[src/rtl/mips_multicycle_ctrl_pkg.sv]
// Shared encodings for the multicycle MIPS controller: opcodes, functs, mux selects,
// FSM states and the registered control word.
package mips_multicycle_ctrl_pkg;

  localparam logic [5:0] OpRtype = 6'b000000;
  localparam logic [5:0] OpJ     = 6'b000010;
  localparam logic [5:0] OpJal   = 6'b000011;
  localparam logic [5:0] OpBeq   = 6'b000100;
  localparam logic [5:0] OpBne   = 6'b000101;
  localparam logic [5:0] OpAddi  = 6'b001000;
  localparam logic [5:0] OpAddiu = 6'b001001;
  localparam logic [5:0] OpOri   = 6'b001101;
  localparam logic [5:0] OpLui   = 6'b001111;
  localparam logic [5:0] OpLw    = 6'b100011;
  localparam logic [5:0] OpSw    = 6'b101011;

  localparam logic [5:0] FnAdd  = 6'b100000;
  localparam logic [5:0] FnAddu = 6'b100001;
  localparam logic [5:0] FnSub  = 6'b100010;
  localparam logic [5:0] FnSubu = 6'b100011;
  localparam logic [5:0] FnAnd  = 6'b100100;
  localparam logic [5:0] FnOr   = 6'b100101;
  localparam logic [5:0] FnSlt  = 6'b101010;
  localparam logic [5:0] FnSltu = 6'b101011;

  localparam logic [2:0] AluAnd = 3'b000;
  localparam logic [2:0] AluOr  = 3'b001;
  localparam logic [2:0] AluAdd = 3'b010;
  localparam logic [2:0] AluSub = 3'b110;
  localparam logic [2:0] AluSlt = 3'b111;

  localparam logic [1:0] SrcBReg   = 2'b00;
  localparam logic [1:0] SrcBFour  = 2'b01;
  localparam logic [1:0] SrcBImm   = 2'b10;
  localparam logic [1:0] SrcBBrOff = 2'b11;

  localparam logic [1:0] PcAlu    = 2'b00;
  localparam logic [1:0] PcAluOut = 2'b01;
  localparam logic [1:0] PcJump   = 2'b10;

  typedef enum logic [3:0] {
    StFetch,
    StDecode,
    StMemAdr,
    StMemRd,
    StMemWb,
    StMemWr,
    StExec,
    StAluWb,
    StIExec,
    StIWb,
    StBranch,
    StJump,
    StJal,
    StHalt
  } state_e;

  // pc_write is the unconditional PC load; branch/nez qualify it with the ALU zero flag.
  typedef struct packed {
    logic       mem_req;
    logic       memwrite;
    logic       iord;
    logic       irwrite;
    logic       pc_write;
    logic       branch;
    logic       nez;
    logic [1:0] pcsrc;
    logic       alusrca;
    logic [1:0] alusrcb;
    logic [2:0] alucontrol;
    logic       signext;
    logic       shiftl16;
    logic       regwrite;
    logic       regdst;
    logic       memtoreg;
    logic       link;
    logic       halted;
  } ctrl_t;

  function automatic state_e decode_next(input logic [5:0] opc);
    state_e s;
    case (opc)
      OpLw, OpSw:                    s = StMemAdr;
      OpRtype:                       s = StExec;
      OpBeq, OpBne:                  s = StBranch;
      OpAddi, OpAddiu, OpOri, OpLui: s = StIExec;
      OpJ:                           s = StJump;
      OpJal:                         s = StJal;
      default:                       s = StHalt;
    endcase
    return s;
  endfunction

endpackage

[src/rtl/mips_funct_dec.sv]
// R-type funct decoder: maps funct to an ALU operation and flags unsupported functs.
module mips_funct_dec
  import mips_multicycle_ctrl_pkg::*;
(
  input  logic [5:0] funct_i,
  output logic [2:0] alucontrol_o,
  output logic       illegal_o
);

  always_comb begin
    alucontrol_o = AluAdd;
    illegal_o    = 1'b0;
    case (funct_i)
      FnAdd, FnAddu: alucontrol_o = AluAdd;
      FnSub, FnSubu: alucontrol_o = AluSub;
      FnAnd:         alucontrol_o = AluAnd;
      FnOr:          alucontrol_o = AluOr;
      FnSlt, FnSltu: alucontrol_o = AluSlt;
      default:       illegal_o    = 1'b1;
    endcase
  end

endmodule

[src/rtl/mips_multicycle_ctrl.sv]
// Moore controller for a multicycle MIPS datapath with a single shared req/ready memory port.
// Control word is registered from the next state; only the memory/branch qualifiers are combinational.
module mips_multicycle_ctrl
  import mips_multicycle_ctrl_pkg::*;
#(
  parameter int unsigned MEM_TIMEOUT = 0,
  parameter int unsigned CNT_W       = 8
) (
  input  logic       clk,
  input  logic       reset,
  input  logic [5:0] op,
  input  logic [5:0] funct,
  input  logic       zero,
  input  logic       mem_ready,
  output logic       mem_req,
  output logic       memwrite,
  output logic       iord,
  output logic       irwrite,
  output logic       pc_en,
  output logic [1:0] pcsrc,
  output logic       alusrca,
  output logic [1:0] alusrcb,
  output logic [2:0] alucontrol,
  output logic       signext,
  output logic       shiftl16,
  output logic       regwrite,
  output logic       regdst,
  output logic       memtoreg,
  output logic       link,
  output logic       halted,
  output logic       bus_err
);

  localparam bit TimeoutEn = (MEM_TIMEOUT != 0);
  localparam logic [CNT_W-1:0] TimeoutLast = CNT_W'((MEM_TIMEOUT == 0) ? 0 : MEM_TIMEOUT - 1);

  state_e           state_q, state_d;
  logic [CNT_W-1:0] cnt_q, cnt_d;
  logic             bus_err_q, bus_err_d;
  ctrl_t            ctrl_q, ctrl_d;
  logic             mem_wait;
  logic [2:0]       funct_alu;
  logic             funct_ill;

  mips_funct_dec u_funct_dec (
    .funct_i      (funct),
    .alucontrol_o (funct_alu),
    .illegal_o    (funct_ill)
  );

  function automatic ctrl_t ctrl_of(input state_e s, input logic [5:0] opc,
                                    input logic [2:0] falu);
    ctrl_t c;
    c            = '0;
    c.alucontrol = AluAdd;
    c.pcsrc      = PcAlu;
    c.alusrcb    = SrcBReg;
    case (s)
      StFetch: begin
        c.mem_req = 1'b1;
        c.irwrite = 1'b1;
        c.alusrcb = SrcBFour;
      end
      StDecode: c.alusrcb = SrcBBrOff;
      StMemAdr: begin
        c.alusrca = 1'b1;
        c.alusrcb = SrcBImm;
        c.signext = 1'b1;
      end
      StMemRd: begin
        c.mem_req = 1'b1;
        c.iord    = 1'b1;
      end
      StMemWb: begin
        c.regwrite = 1'b1;
        c.memtoreg = 1'b1;
      end
      StMemWr: begin
        c.mem_req  = 1'b1;
        c.memwrite = 1'b1;
        c.iord     = 1'b1;
      end
      StExec: begin
        c.alusrca    = 1'b1;
        c.alucontrol = falu;
      end
      StAluWb: begin
        c.regwrite = 1'b1;
        c.regdst   = 1'b1;
      end
      StIExec: begin
        c.alusrca = 1'b1;
        c.alusrcb = SrcBImm;
        case (opc)
          OpOri:   c.alucontrol = AluOr;
          OpLui:   c.shiftl16   = 1'b1;
          default: c.signext    = 1'b1;
        endcase
      end
      StIWb: c.regwrite = 1'b1;
      StBranch: begin
        c.alusrca    = 1'b1;
        c.alucontrol = AluSub;
        c.pcsrc      = PcAluOut;
        c.branch     = 1'b1;
        c.nez        = (opc == OpBne);
      end
      StJump: begin
        c.pcsrc    = PcJump;
        c.pc_write = 1'b1;
      end
      StJal: begin
        c.pcsrc    = PcJump;
        c.pc_write = 1'b1;
        c.regwrite = 1'b1;
        c.link     = 1'b1;
      end
      default: c.halted = 1'b1;
    endcase
    return c;
  endfunction

  always_comb begin
    state_d   = state_q;
    bus_err_d = bus_err_q;
    mem_wait  = 1'b0;
    case (state_q)
      StFetch: begin
        if (mem_ready) state_d = StDecode;
        else           mem_wait = 1'b1;
      end
      StDecode: state_d = decode_next(op);
      StMemAdr: state_d = (op == OpSw) ? StMemWr : StMemRd;
      StMemRd: begin
        if (mem_ready) state_d = StMemWb;
        else           mem_wait = 1'b1;
      end
      StMemWr: begin
        if (mem_ready) state_d = StFetch;
        else           mem_wait = 1'b1;
      end
      StExec:  state_d = funct_ill ? StHalt : StAluWb;
      StIExec: state_d = StIWb;
      StMemWb, StAluWb, StIWb, StBranch, StJump, StJal: state_d = StFetch;
      default: state_d = StHalt;
    endcase

    // A ready on the last allowed wait cycle completes normally; only a miss expires.
    if (TimeoutEn && mem_wait && (cnt_q == TimeoutLast)) begin
      state_d   = StHalt;
      bus_err_d = 1'b1;
    end

    if (state_d != state_q) cnt_d = '0;
    else if (mem_wait)      cnt_d = cnt_q + CNT_W'(1);
    else                    cnt_d = cnt_q;

    ctrl_d = ctrl_of(state_d, op, funct_alu);
  end

  always_ff @(posedge clk) begin
    if (!reset) begin
      state_q   <= StFetch;
      cnt_q     <= '0;
      bus_err_q <= 1'b0;
      ctrl_q    <= ctrl_of(StFetch, op, funct_alu);
    end else begin
      state_q   <= state_d;
      cnt_q     <= cnt_d;
      bus_err_q <= bus_err_d;
      ctrl_q    <= ctrl_d;
    end
  end

  // Enables are squashed while reset is held so an abandoned access never commits.
  assign mem_req    = reset & ctrl_q.mem_req;
  assign memwrite   = reset & ctrl_q.memwrite;
  assign irwrite    = reset & ctrl_q.irwrite & mem_ready;
  assign pc_en      = reset & (ctrl_q.pc_write | (ctrl_q.irwrite & mem_ready) |
                               (ctrl_q.branch & (zero ^ ctrl_q.nez)));
  assign regwrite   = reset & ctrl_q.regwrite;
  assign iord       = ctrl_q.iord;
  assign pcsrc      = ctrl_q.pcsrc;
  assign alusrca    = ctrl_q.alusrca;
  assign alusrcb    = ctrl_q.alusrcb;
  assign alucontrol = ctrl_q.alucontrol;
  assign signext    = ctrl_q.signext;
  assign shiftl16   = ctrl_q.shiftl16;
  assign regdst     = ctrl_q.regdst;
  assign memtoreg   = ctrl_q.memtoreg;
  assign link       = ctrl_q.link;
  assign halted     = ctrl_q.halted;
  assign bus_err    = bus_err_q;

endmodule
[config.mk]
export PLATFORM = sky130hd
export DESIGN_NAME = mips_multicycle_ctrl
export DESIGN_NICKNAME = d
export VERILOG_FILES = /design/src/rtl/mips_multicycle_ctrl_pkg.sv /design/src/rtl/mips_funct_dec.sv /design/src/rtl/mips_multicycle_ctrl.sv
export SDC_FILE = /design/constraint.sdc
export NUM_CORES = 1
export LEC_CHECK = 0
export BUFFER_PORTS_ARGS = -buffer_cell sky130_fd_sc_hd__buf_4
export CAP_MARGIN = 20
export CORE_ASPECT_RATIO = 0.9
export CORE_MARGIN = 2
export CORE_UTILIZATION = 35
export DETAILED_ROUTE_END_ITERATION = 16
export REMOVE_ABC_BUFFERS = 1
export SLEW_MARGIN = 25
export SYNTH_ARGS = -nofsm -noshare
export SYNTH_HDL_FRONTEND = slang
export SYNTH_SLANG_ARGS = --single-unit
[constraint.sdc]
create_clock -name clk -period 3.9 [get_ports clk]
set_input_delay 0.78 -clock clk [delete_from_list [all_inputs] [get_ports clk]]
set_output_delay 0.78 -clock clk [all_outputs]
set_load 0.005 [all_outputs]
==> flow_summary.toml <==
[outcome]
status = "complete, no violations"

[cts]
cts_tree = "built"
clockRootBuffer = "clkbuf_8"
htree_levels = 1
cts_sinks = 25
cts.clk_slew.worst_paths_ps = 90
clock_path_buffers = 2
clk_latency_ps = 280
cts_resized = 0
ctsHoldBuffers = 0
cts_setup_buffers = 0
cts_buffers = 3

[timing]
worst_slew_pin_slew_ps = 904
layout_min_cycle_time_ps = 2920
setup_tns_ps = 0
max_clock_freq_mhz = 343
hold_viol_final = 0
hold_ws_ps = 760
rsz0062_at_grt = "false"
setup_viol = 0
post-route-period-util_pct = 74.8
fin_ws_ps = 983
maxSlewHeadroom_pct = 39.7
finalClockSkew_ps = 9.19
drv_slew = 0

[synthesis]
synthAdderAreaFrac_pct = 0.673
synth_compound_area_share_pct = 20.4
synth-simple-area-share_pct = 31.6
synth_area_leaders = "dfxtp_1 34%, buf_4 4.0%, nor2_1 3.8%, and2_1 2.9%, nor3_1 2.7%"
yosysTopAreaCellShare_pct = 33.7
muxShareOfSynthArea_pct = 2.19
synth_edf_count = 0
synth.yosys.seq_area_share_pct = 33.7
netlist_area_um2 = 1490
synth_top_family_by_area = "simple AND/OR/NAND/NOR gates"
synth_largest_area_cell = "dfxtp_1"
async_flop_share_pct = 0
ys_warn_count = 0
avgSynthCellArea_um2 = 8.64
synth_cell_types = 57
synthFlopType = "dfxtp_1"
synth_seq_cells = 25
yosys.area_share.xor_xnor_pct = 1.18
syn_inst = 172

[placement]
post-place-cells = 234
routabilityCongestion = 0.844
dp.final_hpwl_mm = 2.53
io_buffers = 35
pre_cts_ws_ps = 754
dpl-instance-area_um2 = 1670

[run]
cap_violations = 0

[critical_path]
r2r_slack_ps = 980
path_max_fanout = 13
path_class = "reg2reg"
setup.worst_path.end = "alucontrol[1]$_SDFF_PN1_"
cp.required_ps = 4080
rr_worst_depth = 6
crit_start = "state_q[0]$_SDFF_PN0_"
reg2reg_to = "alucontrol[1]$_SDFF_PN1_"
rr_startpoint = "state_q[0]$_SDFF_PN0_"
start_kind = "flip-flop"
endpoint_kind = "flip-flop"
crit_arrival_ps = 3090

[die]
rows = 22
die_w_um = 72.7
floorplan.initialDensity_pct = 36.5
pin_count = 37
fp.dieH_um = 65.8
die_area_um2 = 4790
coreArea_um2 = 4070

[cells_and_area]
antenna_cells = 0
fin_cells = 238
final_core_util_pct = 42.3
final_nets = 207
final_cell_mix = "35 x buf_4, 25 x dfxtp_1, 15 x nor2_1"
final_design_area_no_fill_um2 = 1720
fill_cells = 427
syn_to_final_growth_pct = 15.9
layout_commonest_cell = "buf_4"
drive_above_1_share_pct = 29.5

[power]
swShare_pct = 33.1
powerDensity_nw_per_um2 = 384
p_int_uw = 443
p_leak_nw = 0.681
p_switching_uw = 219
peakVddDrop_mv = 0.127
p_seq_share_pct = 45.7
p_clk_share_pct = 23.8
total_power_uw = 662
power.share.combinational_pct = 30.5

[global_route]
grt_remaining_overflow = 0
grt_pass1_wl_mm = 5.56
grt.total_usage_pct = 14.8
grt_pass1_vias = 1171
grt_max_degree = 16
grt_antenna_before_repair = 0

[routing]
num_vias = 1298
wl_mm = 3.37
ant_nets = 0
viasPerCell = 5.45
drtPass1Iterations = 4
initialDrtViolationCount = 67
wl_per_cell_um = 14.2
drc = 0

[hold_path]
min_path_type = "reg2reg"
holdPathStages = 2
## cell usage after synthesis, types with 2 or more instances
cell type and count:
nand2b_1 5, nor4b_2 2, nor3b_1 4, o32ai_1 2, a21oi_1 6, buf_4 8
and2_1 7, nand3b_1 2, nor2_1 15, nand2_1 9, clkbuf_1 4, inv_1 4
mux2_2 2, nor4_1 2, nor2b_1 3, and3_1 3, nor3_1 8, nand4_1 2
or3b_2 3, o21ai_0 8, nand3_1 3, dfxtp_1 25, o21a_1 3, buf_2 7
o211ai_1 3
## per-layer routing
| layer | global-route usage [%] | share of wire, % |
|---|---|---|
| met5 | 0 | 0 |
| met3 | 3.35 | 6.2 |
| met2 | 21.6 | 44 |
| met1 | 21.0 | 49 |
| met4 | 5.79 | 1.5 |
## worst max-delay path, cell delays in order, from the launching register on
cell       delay (ps)
dfxtp_1           590
nor3b_1           310
o211ai_1          130
o2111ai_1         770
nand2_1           300
or4_1             590
o31a_1            130
## state kept, by name, indices dropped and copies added, names as in the netlist
register / cells
pcsrc: 1
regdst: 1
shiftl16: 1
link: 1
alusrca: 1
alucontrol: 3
memtoreg: 1
alusrcb: 2
halted: 1
iord: 1
ctrl_q: 7
signext: 1
state_q: 4
## power by group through the flow
| stage | Clock (mW) | Sequential, mW | Combinational, mW |
|---|---|---|---|
| 2_1_floorplan | 0 | 0.304 | 0.125 |
| 3_3_place_gp | 0 | 0.306 | 0.197 |
| 3_5_place_dp | 0 | 0.308 | 0.200 |
| 4_1_cts | 0.162 | 0.303 | 0.201 |
| 5_1_grt | 0.173 | 0.307 | 0.224 |
| 6_report | 0.157 | 0.303 | 0.202 |
## logic make-up after synthesis
kind of cell,Yosys count
AO/OA/AOI/OAI,37
adder cells (fa/ha/maj),1
buffers and inverters,25
multiplexers,3
other,1
flip-flops,25
AND/OR/NAND/NOR,78
XOR/XNOR,2
## worst min-delay path by stage
stage                       endpoint             startpoint  slack, ps
3_3_place_gp    ctrl_q[4]$_SDFF_PN0_  state_q[0]$_SDFF_PN0_        750
5_1_grt        alusrcb[0]$_SDFF_PN1_                  reset        780
3_5_place_dp    ctrl_q[4]$_SDFF_PN0_  state_q[0]$_SDFF_PN0_        740
6_report        ctrl_q[4]$_SDFF_PN0_  state_q[0]$_SDFF_PN0_        760
4_1_cts         ctrl_q[4]$_SDFF_PN0_  state_q[0]$_SDFF_PN0_        770
2_1_floorplan   ctrl_q[4]$_SDFF_PN0_  state_q[0]$_SDFF_PN0_        620
## layout make-up
cell class / count / area, µm² / area share [%]
clock buffers: 3 / 41.3 / 2.40
repair buffers: 35 / 263 / 15.3
well taps: 48 / 60.1 / 3.49
inverters: 4 / 15.0 / 0.871
clock inverters: 1 / 7.51 / 0.436
multi-input cells: 122 / 836 / 48.5
flip-flops and latches: 25 / 500 / 29.0
(Power assumes the default switching activity.)
